### config.mk
export PLATFORM = sky130hd
export DESIGN_NAME = stepper_cmd_gen_flat
export DESIGN_NICKNAME = d
export VERILOG_FILES = /design/src/rtl/stepper_cmd_gen_if.sv /design/src/rtl/stepper_cmd_gen.sv /design/src/flat_wrapper.sv
export SDC_FILE = /design/constraint.sdc
export NUM_CORES = 1
export LEC_CHECK = 0
export CORE_UTILIZATION = 55
export DETAILED_ROUTE_END_ITERATION = 16
export PLACE_DENSITY = 0.81
export SLEW_MARGIN = 40
export SYNTH_ARGS = -nofsm -noshare
export SYNTH_HDL_FRONTEND = slang
export SYNTH_SLANG_ARGS = --single-unit
### constraint.sdc
create_clock -name clk -period 2.35 [get_ports clk]
set_input_delay 0.47 -clock clk [delete_from_list [all_inputs] [get_ports clk]]
set_output_delay 0.47 -clock clk [all_outputs]
set_load 0.05 [all_outputs]
### src/rtl/stepper_cmd_gen_if.sv
// rtl/stepper_cmd_gen_if.sv - move command handshake between command stage and sequencer
interface stepper_cmd_gen_if #(
    parameter int STEP_W = 16
);
    logic              cmd_valid;
    logic              cmd_ready;
    logic              cmd_dir;
    logic [STEP_W-1:0] cmd_steps;

    modport master (
        output cmd_valid,
        output cmd_dir,
        output cmd_steps,
        input  cmd_ready
    );

    modport slave (
        input  cmd_valid,
        input  cmd_dir,
        input  cmd_steps,
        output cmd_ready
    );
endinterface

### src/rtl/stepper_cmd_gen.sv
// rtl/stepper_cmd_gen.sv - switch synchronise/debounce and move command framing
module stepper_cmd_gen #(
    parameter int DEBOUNCE_CYCLES = 1024,
    parameter int N_FULL          = 200,
    parameter int STEP_W          = 16
) (
    input  logic               clk,
    input  logic               rst_n,
    input  logic [2:0]         switches,
    stepper_cmd_gen_if.master  cmd,
    output logic               busy,
    output logic               err_multi
);
    localparam int CNT_W = (DEBOUNCE_CYCLES > 1) ? $clog2(DEBOUNCE_CYCLES) : 1;
    localparam logic [CNT_W-1:0]  CNT_MAX    = CNT_W'(DEBOUNCE_CYCLES - 1);
    localparam logic [STEP_W-1:0] STEPS_FULL = STEP_W'(N_FULL);
    localparam logic [STEP_W-1:0] STEPS_HALF = STEP_W'(N_FULL >> 1);

    typedef enum logic [1:0] {
        IDLE   = 2'd0,
        DECODE = 2'd1,
        ISSUE  = 2'd2
    } state_t;

    state_t            state, state_nxt;
    logic [2:0]        sync1, sync2;
    logic [2:0]        sw_db, sw_db_q;
    logic [CNT_W-1:0]  db_cnt [3];
    logic              chg;
    logic              pending, pending_nxt;
    logic              load;
    logic              code_valid;
    logic              code_dir;
    logic [STEP_W-1:0] code_steps;
    logic              dir_q;
    logic [STEP_W-1:0] steps_q;
    logic              hs;

    // Two-stage synchroniser; the raw switch inputs go nowhere else.
    always_ff @(posedge clk or negedge rst_n) begin
        if (!rst_n) begin
            sync1 <= '0;
            sync2 <= '0;
        end else begin
            sync1 <= switches;
            sync2 <= sync1;
        end
    end

    // Per-bit debounce: a bit flips only after DEBOUNCE_CYCLES consecutive disagreeing samples.
    always_ff @(posedge clk or negedge rst_n) begin
        if (!rst_n) begin
            sw_db  <= '0;
            db_cnt <= '{default: '0};
        end else begin
            for (int i = 0; i < 3; i++) begin
                if (sync2[i] == sw_db[i]) begin
                    db_cnt[i] <= '0;
                end else if (db_cnt[i] == CNT_MAX) begin
                    db_cnt[i] <= '0;
                    sw_db[i]  <= ~sw_db[i];
                end else begin
                    db_cnt[i] <= db_cnt[i] + 1'b1;
                end
            end
        end
    end

    // Previous debounced value, used to detect a settled change.
    always_ff @(posedge clk or negedge rst_n) begin
        if (!rst_n) sw_db_q <= '0;
        else        sw_db_q <= sw_db;
    end

    assign chg = (sw_db != sw_db_q);

    // One-hot setting to move command; anything else yields no command.
    always_comb begin
        code_valid = 1'b0;
        code_dir   = 1'b0;
        code_steps = '0;
        case (sw_db)
            3'b100: begin code_valid = 1'b1; code_dir = 1'b1; code_steps = STEPS_FULL; end
            3'b010: begin code_valid = 1'b1; code_dir = 1'b1; code_steps = STEPS_HALF; end
            3'b001: begin code_valid = 1'b1; code_dir = 1'b0; code_steps = STEPS_FULL; end
            default: ;
        endcase
    end

    assign hs = cmd.cmd_valid && cmd.cmd_ready;

    // FSM state and one-deep pending flag registers.
    always_ff @(posedge clk or negedge rst_n) begin
        if (!rst_n) begin
            state   <= IDLE;
            pending <= 1'b0;
        end else begin
            state   <= state_nxt;
            pending <= pending_nxt;
        end
    end

    // Next state: a change seen while busy is remembered and re-decoded from the latest sw_db.
    // A pending flag left over when returning to IDLE starts a fresh decode on its own.
    always_comb begin
        state_nxt   = state;
        pending_nxt = pending;
        load        = 1'b0;
        case (state)
            IDLE: begin
                if (chg || pending) begin
                    state_nxt   = DECODE;
                    pending_nxt = 1'b0;
                end
            end
            DECODE: begin
                if (code_valid) begin
                    load      = 1'b1;
                    state_nxt = ISSUE;
                end else begin
                    state_nxt = IDLE;
                end
                if (chg) pending_nxt = 1'b1;
            end
            ISSUE: begin
                if (hs) begin
                    if (pending) begin
                        state_nxt   = DECODE;
                        pending_nxt = 1'b0;
                    end else begin
                        state_nxt = IDLE;
                    end
                end
                if (chg) pending_nxt = 1'b1;
            end
            default: state_nxt = IDLE;
        endcase
    end

    // Command payload is captured in DECODE and frozen while the command is offered.
    always_ff @(posedge clk or negedge rst_n) begin
        if (!rst_n) begin
            dir_q   <= 1'b0;
            steps_q <= '0;
        end else if (load) begin
            dir_q   <= code_dir;
            steps_q <= code_steps;
        end
    end

    assign cmd.cmd_valid = (state == ISSUE);
    assign cmd.cmd_dir   = dir_q;
    assign cmd.cmd_steps = steps_q;
    assign busy          = (state != IDLE) || pending;
    assign err_multi     = (state == DECODE) && !code_valid && (sw_db != 3'b000);
endmodule

### src/flat_wrapper.sv
// flat-port wrapper written by rule: the top's interface ports become plain ports
module stepper_cmd_gen_flat 
#(
    parameter int DEBOUNCE_CYCLES = 1024,
    parameter int N_FULL          = 200,
    parameter int STEP_W          = 16
)
  (clk, rst_n, switches, busy, err_multi, cmd_cmd_valid, cmd_cmd_dir, cmd_cmd_steps, cmd_cmd_ready);
  stepper_cmd_gen_if #(.STEP_W(STEP_W)) cmd_i ();
  input  logic clk;
  input  logic rst_n;
  input  logic [2:0] switches;
  output logic busy;
  output logic err_multi;
  output wire logic [$bits(cmd_i.cmd_valid)-1:0] cmd_cmd_valid;
  output wire logic [$bits(cmd_i.cmd_dir)-1:0] cmd_cmd_dir;
  output wire logic [$bits(cmd_i.cmd_steps)-1:0] cmd_cmd_steps;
  input wire logic [$bits(cmd_i.cmd_ready)-1:0] cmd_cmd_ready;
  assign cmd_cmd_valid = cmd_i.cmd_valid;
  assign cmd_cmd_dir = cmd_i.cmd_dir;
  assign cmd_cmd_steps = cmd_i.cmd_steps;
  assign cmd_i.cmd_ready = cmd_cmd_ready;
  stepper_cmd_gen #(.DEBOUNCE_CYCLES(DEBOUNCE_CYCLES), .N_FULL(N_FULL), .STEP_W(STEP_W)) u_core (.clk(clk), .rst_n(rst_n), .switches(switches), .cmd(cmd_i), .busy(busy), .err_multi(err_multi));
endmodule
==> impl_metrics.env <==
export IMPL_cts_htree_levels=2
export IMPL_rsz0062_at_grt="false"
export IMPL_ys_async_sr_fraction_pct=100
export IMPL_antenna_found_initial=0
export IMPL_grt_max_degree=50
export IMPL_cpMaxStageDelayCell="dfrtp_1"
export IMPL_end_kind="output pin"
export IMPL_cts_resized=0
export IMPL_syn2layout_area_growth_pct=10.6
export IMPL_period_share_pct=90.2
export IMPL_yosysWarnings=0
export IMPL_fin_total_pwr_mw=1.78
export IMPL_num_vias=1659
export IMPL_path_depth=4
export IMPL_synth_top_area_share_pct=50.5
export IMPL_grt_pass1_vias=1385
export IMPL_relSlewSlack_pct=57.7
export IMPL_max_stage_delay_ns=0.43
export IMPL_ys_ff_latch=49
export IMPL_crit_type="reg2out"
export IMPL_post_cts_buffers=0
export IMPL_path_max_fanout=9
export IMPL_final_util_pct=65.2
export IMPL_synth_main_ff_cell="dfrtp_1"
export IMPL_die_area_um2=4680
export IMPL_die_h_um=68.4
export IMPL_layout_commonest_cell="dfrtp_1"
export IMPL_cts_sinks=49
export IMPL_syn_area_per_cell_um2=10.4
export IMPL_status="complete, no violations"
export IMPL_reg2reg_to="u_core.db_cnt[23]"
export IMPL_drtIter0Drc=93
export IMPL_required_ns=1.88
export IMPL_drc_errors=0
export IMPL_final_area_um2=2680
export IMPL_clk_path_buf_depth=2
export IMPL_hold_violations=0
export IMPL_dp_final_hpwl_um=2680
export IMPL_wl_per_cell_um=12.5
export IMPL_holdBufCountCts=0
export IMPL_synth_largest_area_cell="dfrtp_1"
export IMPL_cts_tree="done"
export IMPL_tns_ns=0
export IMPL_wl_um=3750
export IMPL_cp_buffers_inverters=2
export IMPL_holdCritPathClass="in2async"
export IMPL_clk_pin_slew_ns=0.09
export IMPL_fin_skew_ns=0.0117
export IMPL_worstPathArrival_ns=1.65
export IMPL_drive_gt1_share_pct=10.0
export IMPL_final_cell_mix="49 x dfrtp_1, 18 x a21oi_1, 18 x nor2_1"
export IMPL_hold_slack_ns=0.249
export IMPL_yosys_top_cells_area="dfrtp_1 51%, ha_1 4.1%, buf_4 4.0%"
export IMPL_start_kind="flip-flop"
export IMPL_cp_top_family="flip-flops"
export IMPL_routed_via_density=5.53
export IMPL_r2r_setup_slack_ns=0.60
export IMPL_p_leak_nw=1.15
export IMPL_synth_edf_count=0
export IMPL_row_count=23
export IMPL_ff2ff_path_depth=4
export IMPL_seq_area_frac_synth_pct=50.5
export IMPL_gp_congestion=0.710
export IMPL_coreArea_um2=4120
export IMPL_fmax_mhz=472
export IMPL_die_w_um=68.4
export IMPL_max_cap_violations=0
export IMPL_antenna_cells=0
export IMPL_pin_count=26
export IMPL_cts_buffers=5
export IMPL_netlist_instances=234
export IMPL_crit_chain="inv_1, ha_1, a21boi_1, buf_12"
export IMPL_ant_nets=0
export IMPL_finalCriticalPeriod_ns=2.12
export IMPL_cts_root_buf="clkbuf_8"
export IMPL_io_buffers=14
export IMPL_placed_cell_area_um2=2560
export IMPL_grt_pass1_wl_um=5930
export IMPL_syn_area_um2=2430
export IMPL_start_util_pct=59.0
export IMPL_track_usage_pct=17.4
export IMPL_peakVddDrop_mv=0.496
export IMPL_max_slew_worst_pin_slew_ns=0.629
export IMPL_dr_pass1_iters=4
export IMPL_final_nets=263
export IMPL_synth_cell_types=40
export IMPL_r2r_start="u_core.db_cnt[20]"
export IMPL_overflow=0
export IMPL_setup_viol_count_final=0
export IMPL_drv_slew=0
export IMPL_clk_latency_ns=0.29
export IMPL_p_per_area_nw_per_um2=665
worst reg2reg max path, cell delays in order, from the launching register on:
cell     delay [ns]
dfrtp_1        0.40
ha_1           0.20
nand3_1        0.25
o31ai_1        0.64
nor2_1         0.12
Yosys cell counts (all sizes together) (5+ instances only):
library cell   n
dfrtp         49
a21oi         18
nor2          18
buf           16
nand3         16
inv           12
o21ai         12
nand2         11
xnor2         10
or3            9
ha             8
xor2           7
or4            5
state kept, by name (all words and copies together) (netlist names):
| name | flops |
|---|---|
| u_core.state | 2 |
| u_core.sync2 | 3 |
| u_core.sync1 | 3 |
| u_core.sw_db_q | 3 |
| u_core.db_cnt | 30 |
| u_core.cmd.cmd_steps | 3 |
| u_core.sw_db | 3 |
| u_core.cmd.cmd_dir | 1 |
| u_core.pending | 1 |
per-stage QoR:
stage                     cells  setup slack, ns
after floorplan             244            0.221
after CTS                   300           0.0176
final                       300            0.230
after global routing        300            0.125
after global placement      292            0.395
after detailed placement    292            0.337
final cells by class:
type | instances | area [um^2]
repair buffers | 15 | 153
clock inverters | 2 | 37.5
well taps | 50 | 62.6
flip-flops and latches | 49 | 1230
clock buffers | 6 | 82.6
inverters | 12 | 45.0
multi-input cells | 166 | 1080
fillers | 326 | 1430
metal layers:
layer	vias up	global-route usage, %	part of all wire [%]
li1	843	-	-
met1	779	22.9	49
met2	33	27.5	46
met3	4	5.00	3.6
met4	0	5.73	0.91
met5	-	0	0
cell families after synthesis:
| family | synth area share [%] |
|---|---|
| compound gates | 13.7 |
| fa+ha+maj | 4.13 |
| simple gates | 16.5 |
| mux | 2.27 |
| other cells | 0.155 |
| buf+inv | 6.65 |
| xor+xnor | 6.14 |
| flops | 50.5 |
worst max-delay path by stage:
stage | startpoint | to | slack [ns]
after floorplan | u_core.state[1] | err_multi | 0.22
after global placement | u_core.state[0] | cmd_cmd_valid | 0.40
after detailed placement | u_core.state[0] | cmd_cmd_valid | 0.34
after CTS | u_core.state[0] | cmd_cmd_valid | 0.02
after global routing | u_core.state[1] | err_multi | 0.13
final | u_core.state[1] | err_multi | 0.23
where the power goes:
group | leakage (nW) | total [mW] | internal [mW] | switching [mW]
Clock | 0.0574 | 0.608 | 0.346 | 0.262
Combinational | 0.429 | 0.277 | 0.0918 | 0.185
Sequential | 0.661 | 0.898 | 0.869 | 0.0288
Total | 1.15 | 1.78 | 1.31 | 0.476
(Power assumes the default switching activity.)
==> RTL edit: new RTL, config.mk and constraints unchanged <==
Add an input register stage for `switches`; this delays it by one clock. The other inputs are not delayed to match.
--- a/src/rtl/stepper_cmd_gen.sv
+++ b/src/rtl/stepper_cmd_gen.sv
@@ -23,4 +23,10 @@
     } state_t;
 
+    logic [2:0] switches_q;
+
+    always_ff @(posedge clk) begin
+        switches_q <= switches;
+    end
+
     state_t            state, state_nxt;
     logic [2:0]        sync1, sync2;
@@ -43,5 +49,5 @@
             sync2 <= '0;
         end else begin
-            sync1 <= switches;
+            sync1 <= switches_q;
             sync2 <= sync1;
         end
Function: no difference found for any inputs over 10 cycles, from zero or initial values and one cycle with rst_n low; that may be too few to reach the edited logic, so the function may still have changed.
==> RTL edit against the unedited design <==
  * Final area grew 4.0%
  * Sequential cell count grew 3
  * Clock skew shrank 0.0017 ns
  * Global-route usage grew 1.4 points
  * Routed wire length grew 4.7%
  * Power grew 8.7%
  * Non-clock buffer count grew 1
  * Area after synthesis grew 3.2%
  * Worst setup slack lost 0.021 ns
  * Critical endpoint unchanged
  * Largest cell class unchanged
==> RTL edit: results (changes against the unedited design) <==
- Synth Area in Adders: 0.0400 (was 0.0413)
- Worst Skew: 0.00998 ns (was 0.0117 ns)
- Gr usage total: 0.188 (was 0.174)
- Routed met2 length: 1880 um (was 1730 um)
- Final period util: 0.911 (was 0.902)
- Area contributors post-synth: dfrtp_1 49%, buf_4 4.2%, ha_1 4.0% (was dfrtp_1 51%, ha_1 4.1%, buf_4 4.0%)
- Post-Synth XOR/XNOR Area: 0.0659 (was 0.0614)
- M1 wire length: 1830 um (was 1850 um)
- Yosys cell types: 41 (was 40)
- Layout Cells excl Fill: 308 (was 300)
- Dpl cells: 300 (was 292)
- Avg WL per Cell: 12.8 um (was 12.5 um)
- Layout cells sized above 1: 0.0781 (was 0.100)
- FF-to-FF Start: u_core.db_cnt[10] (was u_core.db_cnt[20])
- Post-DP Area: 2660 um^2 (was 2560 um^2)
- Dpl hpwl: 2730 um (was 2680 um)
- First-pass GRT wire length: 7160 um (was 5930 um)
- Async set or reset register ratio after synthesis: 0.942 (was 1.00)
- Mux contribution to synthesized area: 0.0220 (was 0.0227)
- DRT iter0 DRCs: 79 (was 93)
- Status: finished clean (unchanged)
- GR Util met3: 0.0480 (was 0.0500)
- Post-cts gate resize count: 1 (was 0)
- Nets@finish: 269 (was 263)
- Met3 wire length: 129 um (was 134 um)
- Worst VDD drop: 0.000527 V (was 0.000496 V)
RTL edit: cell type report:
| class | count | area (um^2) |
|---|---|---|
| clock buffers | 6 | 72.6 |
| clock inverters | 2 | 60.1 |
| fillers | 347 | 1560 |
| inverters | 15 | 56.3 |
| multi-input cells | 165 | 1080 |
| flip-flops and latches | 52 | 1290 |
| well taps | 52 | 65.1 |
| repair buffers | 16 | 169 |
RTL edit: worst min path at each step:
stage | endpoint | slack, ns
after floorplan | u_core.cmd.cmd_dir | 0.17
after global placement | u_core.sync1[0] | 0.32
after detailed placement | u_core.sync1[0] | 0.32
after CTS | u_core.cmd.cmd_steps[5] | 0.14
after global routing | u_core.cmd.cmd_steps[5] | 0.15
final | u_core.cmd.cmd_steps[5] | 0.14
RTL edit: report_power, final:
part           total (W)  switching (W)  internal, W
Sequential      0.000954      0.0000311     0.000923
Clock           0.000700       0.000274     0.000425
Combinational   0.000285       0.000188    0.0000974
Total            0.00194       0.000493      0.00145
